[config.mk]
export PLATFORM = sky130hd
export DESIGN_NAME = mips_fetch_unit_flat
export DESIGN_NICKNAME = d
export VERILOG_FILES = /design/src/rtl/mips_fetch_unit_if.sv /design/src/rtl/mips_fetch_unit.sv /design/src/flat_wrapper.sv
export SDC_FILE = /design/constraint.sdc
export NUM_CORES = 1
export LEC_CHECK = 0
export CAP_MARGIN = 40
export CORE_ASPECT_RATIO = 1.2
export CORE_UTILIZATION = 47
export DETAILED_ROUTE_END_ITERATION = 6
export PLACE_DENSITY = 0.94
export SLEW_MARGIN = 20
export SYNTH_ARGS = -nofsm -noshare
export SYNTH_HDL_FRONTEND = slang
export SYNTH_SLANG_ARGS = --single-unit
[constraint.sdc]
create_clock -name clk -period 5.3 [get_ports clk]
set_input_delay 0.53 -clock clk [delete_from_list [all_inputs] [get_ports clk]]
set_output_delay 0.53 -clock clk [all_outputs]
set_load 0.02 [all_outputs]
[src/rtl/mips_fetch_unit_if.sv]
// Instruction-memory fetch handshake between the fetch unit and instruction memory.
// The fetch unit drives the master side; memory (or a testbench) drives the slave side.
interface mips_fetch_unit_if;
  logic        imem_req;
  logic [31:0] imem_addr;
  logic [31:0] imem_rdata;
  logic        imem_ready;

  modport master (
    output imem_req,
    output imem_addr,
    input  imem_rdata,
    input  imem_ready
  );

  modport slave (
    input  imem_req,
    input  imem_addr,
    output imem_rdata,
    output imem_ready
  );
endinterface

[src/rtl/mips_fetch_unit.sv]
// Multicycle MIPS instruction-fetch stage: owns the PC, fetches one word at a time
// into the instruction register and resolves next-PC from branch/jump/zero.
module mips_fetch_unit #(
  parameter logic [31:0] RESET_PC    = 32'h0040_0000,
  parameter int unsigned TIMEOUT_CYC = 16
) (
  input  logic        clk,
  input  logic        rst_n,
  mips_fetch_unit_if.master imem,
  output logic [31:0] instr,
  output logic [5:0]  op,
  output logic [5:0]  funct,
  output logic        instr_valid,
  output logic [31:0] pc,
  output logic [31:0] pc_plus4,
  input  logic        exec_done,
  input  logic        branch,
  input  logic        jump,
  input  logic        alu_zero,
  input  logic        stall,
  output logic        fetch_err
);

  typedef enum logic [1:0] {
    S_IDLE  = 2'd0,
    S_FETCH = 2'd1,
    S_EXEC  = 2'd2,
    S_ERR   = 2'd3
  } state_e;

  localparam int unsigned CW = (TIMEOUT_CYC > 32'd1) ? $clog2(TIMEOUT_CYC) : 1;
  localparam logic [CW-1:0] CNT_LAST = CW'(TIMEOUT_CYC - 32'd1);
  // Low address bits forced to zero so the PC stays word-aligned whatever RESET_PC is.
  localparam logic [31:0] PC_INIT = {RESET_PC[31:2], 2'b00};

  state_e        state_q, state_d;
  logic [31:0]   pc_q, pc_d;
  logic [31:0]   ir_q, ir_d;
  logic [CW-1:0] wait_cnt_q, wait_cnt_d;

  logic [31:0] pc_plus4_s;
  logic [31:0] btarget_s;
  logic [31:0] jtarget_s;
  logic [31:0] next_pc_s;
  logic        taken_s;

  // Next-PC resolution; ir[26] distinguishes bne (1) from beq (0).
  always_comb begin
    pc_plus4_s = pc_q + 32'd4;
    taken_s    = branch & (alu_zero ^ ir_q[26]);
    btarget_s  = pc_plus4_s + {{14{ir_q[15]}}, ir_q[15:0], 2'b00};
    jtarget_s  = {pc_plus4_s[31:28], ir_q[25:0], 2'b00};
    if (jump) begin
      next_pc_s = jtarget_s;
    end else if (taken_s) begin
      next_pc_s = btarget_s;
    end else begin
      next_pc_s = pc_plus4_s;
    end
  end

  // Fetch FSM next-state and register updates.
  always_comb begin
    state_d    = state_q;
    pc_d       = pc_q;
    ir_d       = ir_q;
    wait_cnt_d = wait_cnt_q;
    case (state_q)
      S_IDLE: begin
        state_d    = S_FETCH;
        wait_cnt_d = '0;
      end
      S_FETCH: begin
        // A response on the last permitted cycle beats the timeout.
        if (imem.imem_ready) begin
          ir_d       = imem.imem_rdata;
          wait_cnt_d = '0;
          state_d    = S_EXEC;
        end else begin
          wait_cnt_d = wait_cnt_q + {{(CW-1){1'b0}}, 1'b1};
          if ((TIMEOUT_CYC != 32'd0) && (wait_cnt_q == CNT_LAST)) begin
            state_d = S_ERR;
          end else begin
            state_d = S_FETCH;
          end
        end
      end
      S_EXEC: begin
        if (exec_done && !stall) begin
          pc_d    = next_pc_s;
          state_d = S_FETCH;
        end else begin
          state_d = S_EXEC;
        end
      end
      S_ERR: begin
        state_d = S_ERR;
      end
      default: begin
        state_d    = S_IDLE;
        wait_cnt_d = '0;
      end
    endcase
  end

  // State and datapath registers.
  always_ff @(posedge clk or negedge rst_n) begin
    if (!rst_n) begin
      state_q    <= S_IDLE;
      pc_q       <= PC_INIT;
      ir_q       <= 32'h0000_0000;
      wait_cnt_q <= '0;
    end else begin
      state_q    <= state_d;
      pc_q       <= pc_d;
      ir_q       <= ir_d;
      wait_cnt_q <= wait_cnt_d;
    end
  end

  assign imem.imem_req  = (state_q == S_FETCH);
  assign imem.imem_addr = pc_q;
  assign instr          = ir_q;
  assign op             = ir_q[31:26];
  assign funct          = ir_q[5:0];
  assign instr_valid    = (state_q == S_EXEC);
  assign pc             = pc_q;
  assign pc_plus4       = pc_plus4_s;
  assign fetch_err      = (state_q == S_ERR);

endmodule

[src/flat_wrapper.sv]
// flat-port wrapper written by rule: the top's interface ports become plain ports
module mips_fetch_unit_flat 
#(
  parameter logic [31:0] RESET_PC    = 32'h0040_0000,
  parameter int unsigned TIMEOUT_CYC = 16
)
  (clk, rst_n, instr, op, funct, instr_valid, pc, pc_plus4, exec_done, branch, jump, alu_zero, stall, fetch_err, imem_imem_req, imem_imem_addr, imem_imem_rdata, imem_imem_ready);
  mips_fetch_unit_if imem_i ();
  input  logic clk;
  input  logic rst_n;
  output logic [31:0] instr;
  output logic [5:0] op;
  output logic [5:0] funct;
  output logic instr_valid;
  output logic [31:0] pc;
  output logic [31:0] pc_plus4;
  input  logic exec_done;
  input  logic branch;
  input  logic jump;
  input  logic alu_zero;
  input  logic stall;
  output logic fetch_err;
  output wire logic [$bits(imem_i.imem_req)-1:0] imem_imem_req;
  output wire logic [$bits(imem_i.imem_addr)-1:0] imem_imem_addr;
  input wire logic [$bits(imem_i.imem_rdata)-1:0] imem_imem_rdata;
  input wire logic [$bits(imem_i.imem_ready)-1:0] imem_imem_ready;
  assign imem_imem_req = imem_i.imem_req;
  assign imem_imem_addr = imem_i.imem_addr;
  assign imem_i.imem_rdata = imem_imem_rdata;
  assign imem_i.imem_ready = imem_imem_ready;
  mips_fetch_unit #(.RESET_PC(RESET_PC), .TIMEOUT_CYC(TIMEOUT_CYC)) u_core (.clk(clk), .rst_n(rst_n), .imem(imem_i), .instr(instr), .op(op), .funct(funct), .instr_valid(instr_valid), .pc(pc), .pc_plus4(pc_plus4), .exec_done(exec_done), .branch(branch), .jump(jump), .alu_zero(alu_zero), .stall(stall), .fetch_err(fetch_err));
endmodule
==> results.toml <==
[route]
route.vias.total = 5291
vias_per_cell = 5.79
dr.first_iter.drc_count = 303
drc_errors = 0
ant_nets = 0
wirelength_um = 16000
drtPass1Iterations = 5
routedWlPerCell_um = 17.5

[die]
dieArea_um2 = 12200
ioPinCount = 183
die_h_um = 121
rows = 43
dieWidth_um = 101
start_util = 0.480
core_area_um2 = 11500

[placed_design]
dp_hpwl_um = 11600
port_buffers = 176
place_worst_setup_slack_ns = 1.23
gp_congestion = 0.909

[timing]
fin_crit_sh = 0.797
fmax_ghz = 0.237
max_slew_margin = 0.488
setup_ws_ns = 1.08
worstMarginPinSlew_ns = 0.749
rsz0062_at_grt = "false"
slew_viol_final = 0
final.min_clock_period_ns = 4.22
final.setup.tns_ns = 0
finClkSkew_ns = 0.00432
setup_viol = 0
hold_viol = 0
hold_slack_ns = 0.116

[setup_path]
crit_path_max_incr_delay_ns = 0.46
start_kind = "flip-flop"
cpMaxStageDelayCell = "dfrtp_1"
reg2reg_depth = 15
worstSetupEndpoint = "u_core.imem.imem_addr[31]"
path_max_fanout = 7
crit_chain = "and3_1, and4_1, nand4_1, nor2_1, nand3_1, xnor2_1, ha_1, a21oi_1, nor2b_1, o41ai_1, o21a_1, a31oi_1, xor2_1, and3_1, o31ai_1"
crit_top_cell = "and3_1"
required_ns = 5.55
worst-path-buf-inv = 0
rr_startpoint = "u_core.imem.imem_addr[4]"
r2r_setup_slack_ns = 1.08
path_class = "flip-flop to flip-flop"
arrival_ns = 4.47
r2r-end = "u_core.imem.imem_addr[31]"
cp-startpoint = "u_core.imem.imem_addr[4]"
critPathCaptureType = "flip-flop"
cp.depth = 15
cp_top_family = "simple AND/OR/NAND/NOR gates"

[finish]
final_nets = 830
diodes = 0
area_delta_synth_final_pct = 35.0
layout-drive-gt1-share = 0.0938

[clock_network]
cts_resized = 0
cts_root_buf = "clkbuf_16"
cts_tree = "built"
hold_buffers = 0
clock_path_buffers = 2
numCtsBuffers = 9
clkTransAtPathRegs_ns = 0.06
clkSinkCount = 68
worstSkewPairLatency_ns = 0.34
cts_htree_levels = 3
cts_setup_buffers = 0

[synthesis]
synth_ff_type = "dfrtp_1"
synth_top_cell_by_area = "dfrtp_1"
synth_top_area_share = 0.303
netlist_instances = 621
avgSynthCellArea_um2 = 8.91
synth_warnings = 0
synth_edf_count = 0
synth-seq-cells = 68
async_flop_share = 1.00
yosysUniqueCellTypes = 64
ys_seq_area_frac = 0.308
syn_area_um2 = 5530
synth.area.top_cells = "dfrtp_1, ha_1, buf_4"

[flow_run]
drv_cap = 0

[hold_path]
hold_class = "primary input to async pin"

[run_status]
outcome = "complete, no violations"

[global_route]
grt_pass1_vias = 5222
antenna_found_initial = 0
track_usage = 0.266
grt_pass1_wl_um = 25500
grt_max_degree = 49
grt_overflow = 0

[power_and_ir_drop]
irDropWorstVdd_mv = 0.354
power_density_nw_per_um2 = 735
p_leak_nw = 3.22
-- worst register-to-register path: stages (launching register included) --
cell and delay, ns:
dfrtp_1 0.46, and3_1 0.25, and4_1 0.37, nand4_1 0.32, nor2_1 0.35, nand3_1 0.14
xnor2_1 0.37, ha_1 0.35, a21oi_1 0.14, nor2b_1 0.07, o41ai_1 0.36, o21a_1 0.22
a31oi_1 0.12, xor2_1 0.19, and3_1 0.20, o31ai_1 0.21
-- kinds of logic (layout without fill, tap and decap cells) --
kind of cell | Yosys count | in the layout | share of synthesized area
compound gates | 179 | 179 | 0.212
mux | 36 | 36 | 0.0724
simple gates | 171 | 171 | 0.151
flops | 68 | 68 | 0.308
buf+inv | 79 | 210 | 0.0907
xor+xnor | 49 | 49 | 0.0776
other cells | 1 | 6 | 0.000678
fa+ha+maj | 38 | 38 | 0.0873
-- registers in the layout, summed over array words and instances, names as in the netlist --
name and cells:
u_core.instr 32, u_core.imem.imem_addr 30, u_core.wait_cnt_q 4, u_core.state_q 2
-- placed cells by master (no fill, tap or decap), drive strengths merged, types with 2 or more instances in the layout --
cell and count:
clkdlybuf4s50 175, dfrtp 67, nand2 55, a21oi 49, o21ai 45, ha 37, nor2 36, mux2 32
xnor2 27, xor2 22, a21o 19, and3 14, nand3 14, clkbuf 11, a211oi 10, nor3 10
buf 10, inv 9, nand4 9, o211ai 8, o21a 7, or3 7, o31ai 7, and2 6
nand2b 6, conb 6, a31oi 5, nor2b 4, a22oi 4, mux2i 4, clkinvlp 4, and4 4
a2111oi 4, or2 2, o311ai 2, o21bai 2, o22ai 2, a22o 2, o211a 2
-- final cells by class --
cell class | count | area, µm²
clock buffers | 11 | 253
clock inverters | 5 | 60.1
fillers | 891 | 4050
inverters | 9 | 33.8
multi-input cells | 479 | 3350
flip-flops and latches | 68 | 1700
well taps | 157 | 196
repair buffers | 185 | 1870
-- cell usage after synthesis, drive strengths merged (2+ instances only) --
master,instances
or3,7
a21oi,49
buf,56
and2,6
o211ai,8
a22oi,4
a21o,19
ha,37
nand3,14
nor2b,4
xnor2,27
o21a,7
nand2b,6
o31ai,7
xor2,22
o21bai,2
mux2i,4
and3,14
o311ai,2
dfrtp,67
nor2,36
or2,2
nand2,55
a22o,2
o21ai,45
nand4,9
a211oi,10
nor3,10
a2111oi,4
a31oi,5
o22ai,2
o211a,2
inv,9
and4,4
clkbuf,14
mux2,32
-- report_power, final --
part / internal [W] / switching (W)
Combinational: 0.00174 / 0.00203
Sequential: 0.000754 / 0.000338
Clock: 0.000389 / 0.000234
Total: 0.00288 / 0.00261
-- per-layer routing --
metal  track usage  part of all wire  up-vias
met3        0.0561             0.064       54
met5             0                 0        -
met4         0.151             0.037        0
li1              -                 -     2476
met2         0.437              0.50      241
met1         0.322              0.40     2520
-- per-stage QoR --
step / total power (W) / instances / utilization / area, µm²
after global routing: 0.00582 / 914 / 0.648 / 7470
after global placement: 0.00467 / 893 / 0.614 / 7070
after CTS: 0.00544 / 912 / 0.646 / 7440
after detailed placement: 0.00478 / 896 / 0.619 / 7120
after floorplan: 0.00354 / 626 / - / 5550
final: 0.00549 / 914 / 0.648 / 7470
-- how the worst min path moves through the flow --
stage                          from                   endpoint  cells past startpoint
2_1_floorplan                 rst_n  u_core.imem.imem_addr[10]                      0
3_3_place_gp   u_core.wait_cnt_q[1]       u_core.wait_cnt_q[1]                      2
3_5_place_dp                  rst_n   u_core.imem.imem_addr[8]                      1
4_1_cts                       rst_n   u_core.imem.imem_addr[4]                      1
5_1_grt                       rst_n            u_core.instr[2]                      1
6_report                      rst_n           u_core.instr[28]                      1
No activity file was read; power rests on OpenSTA's default activity.
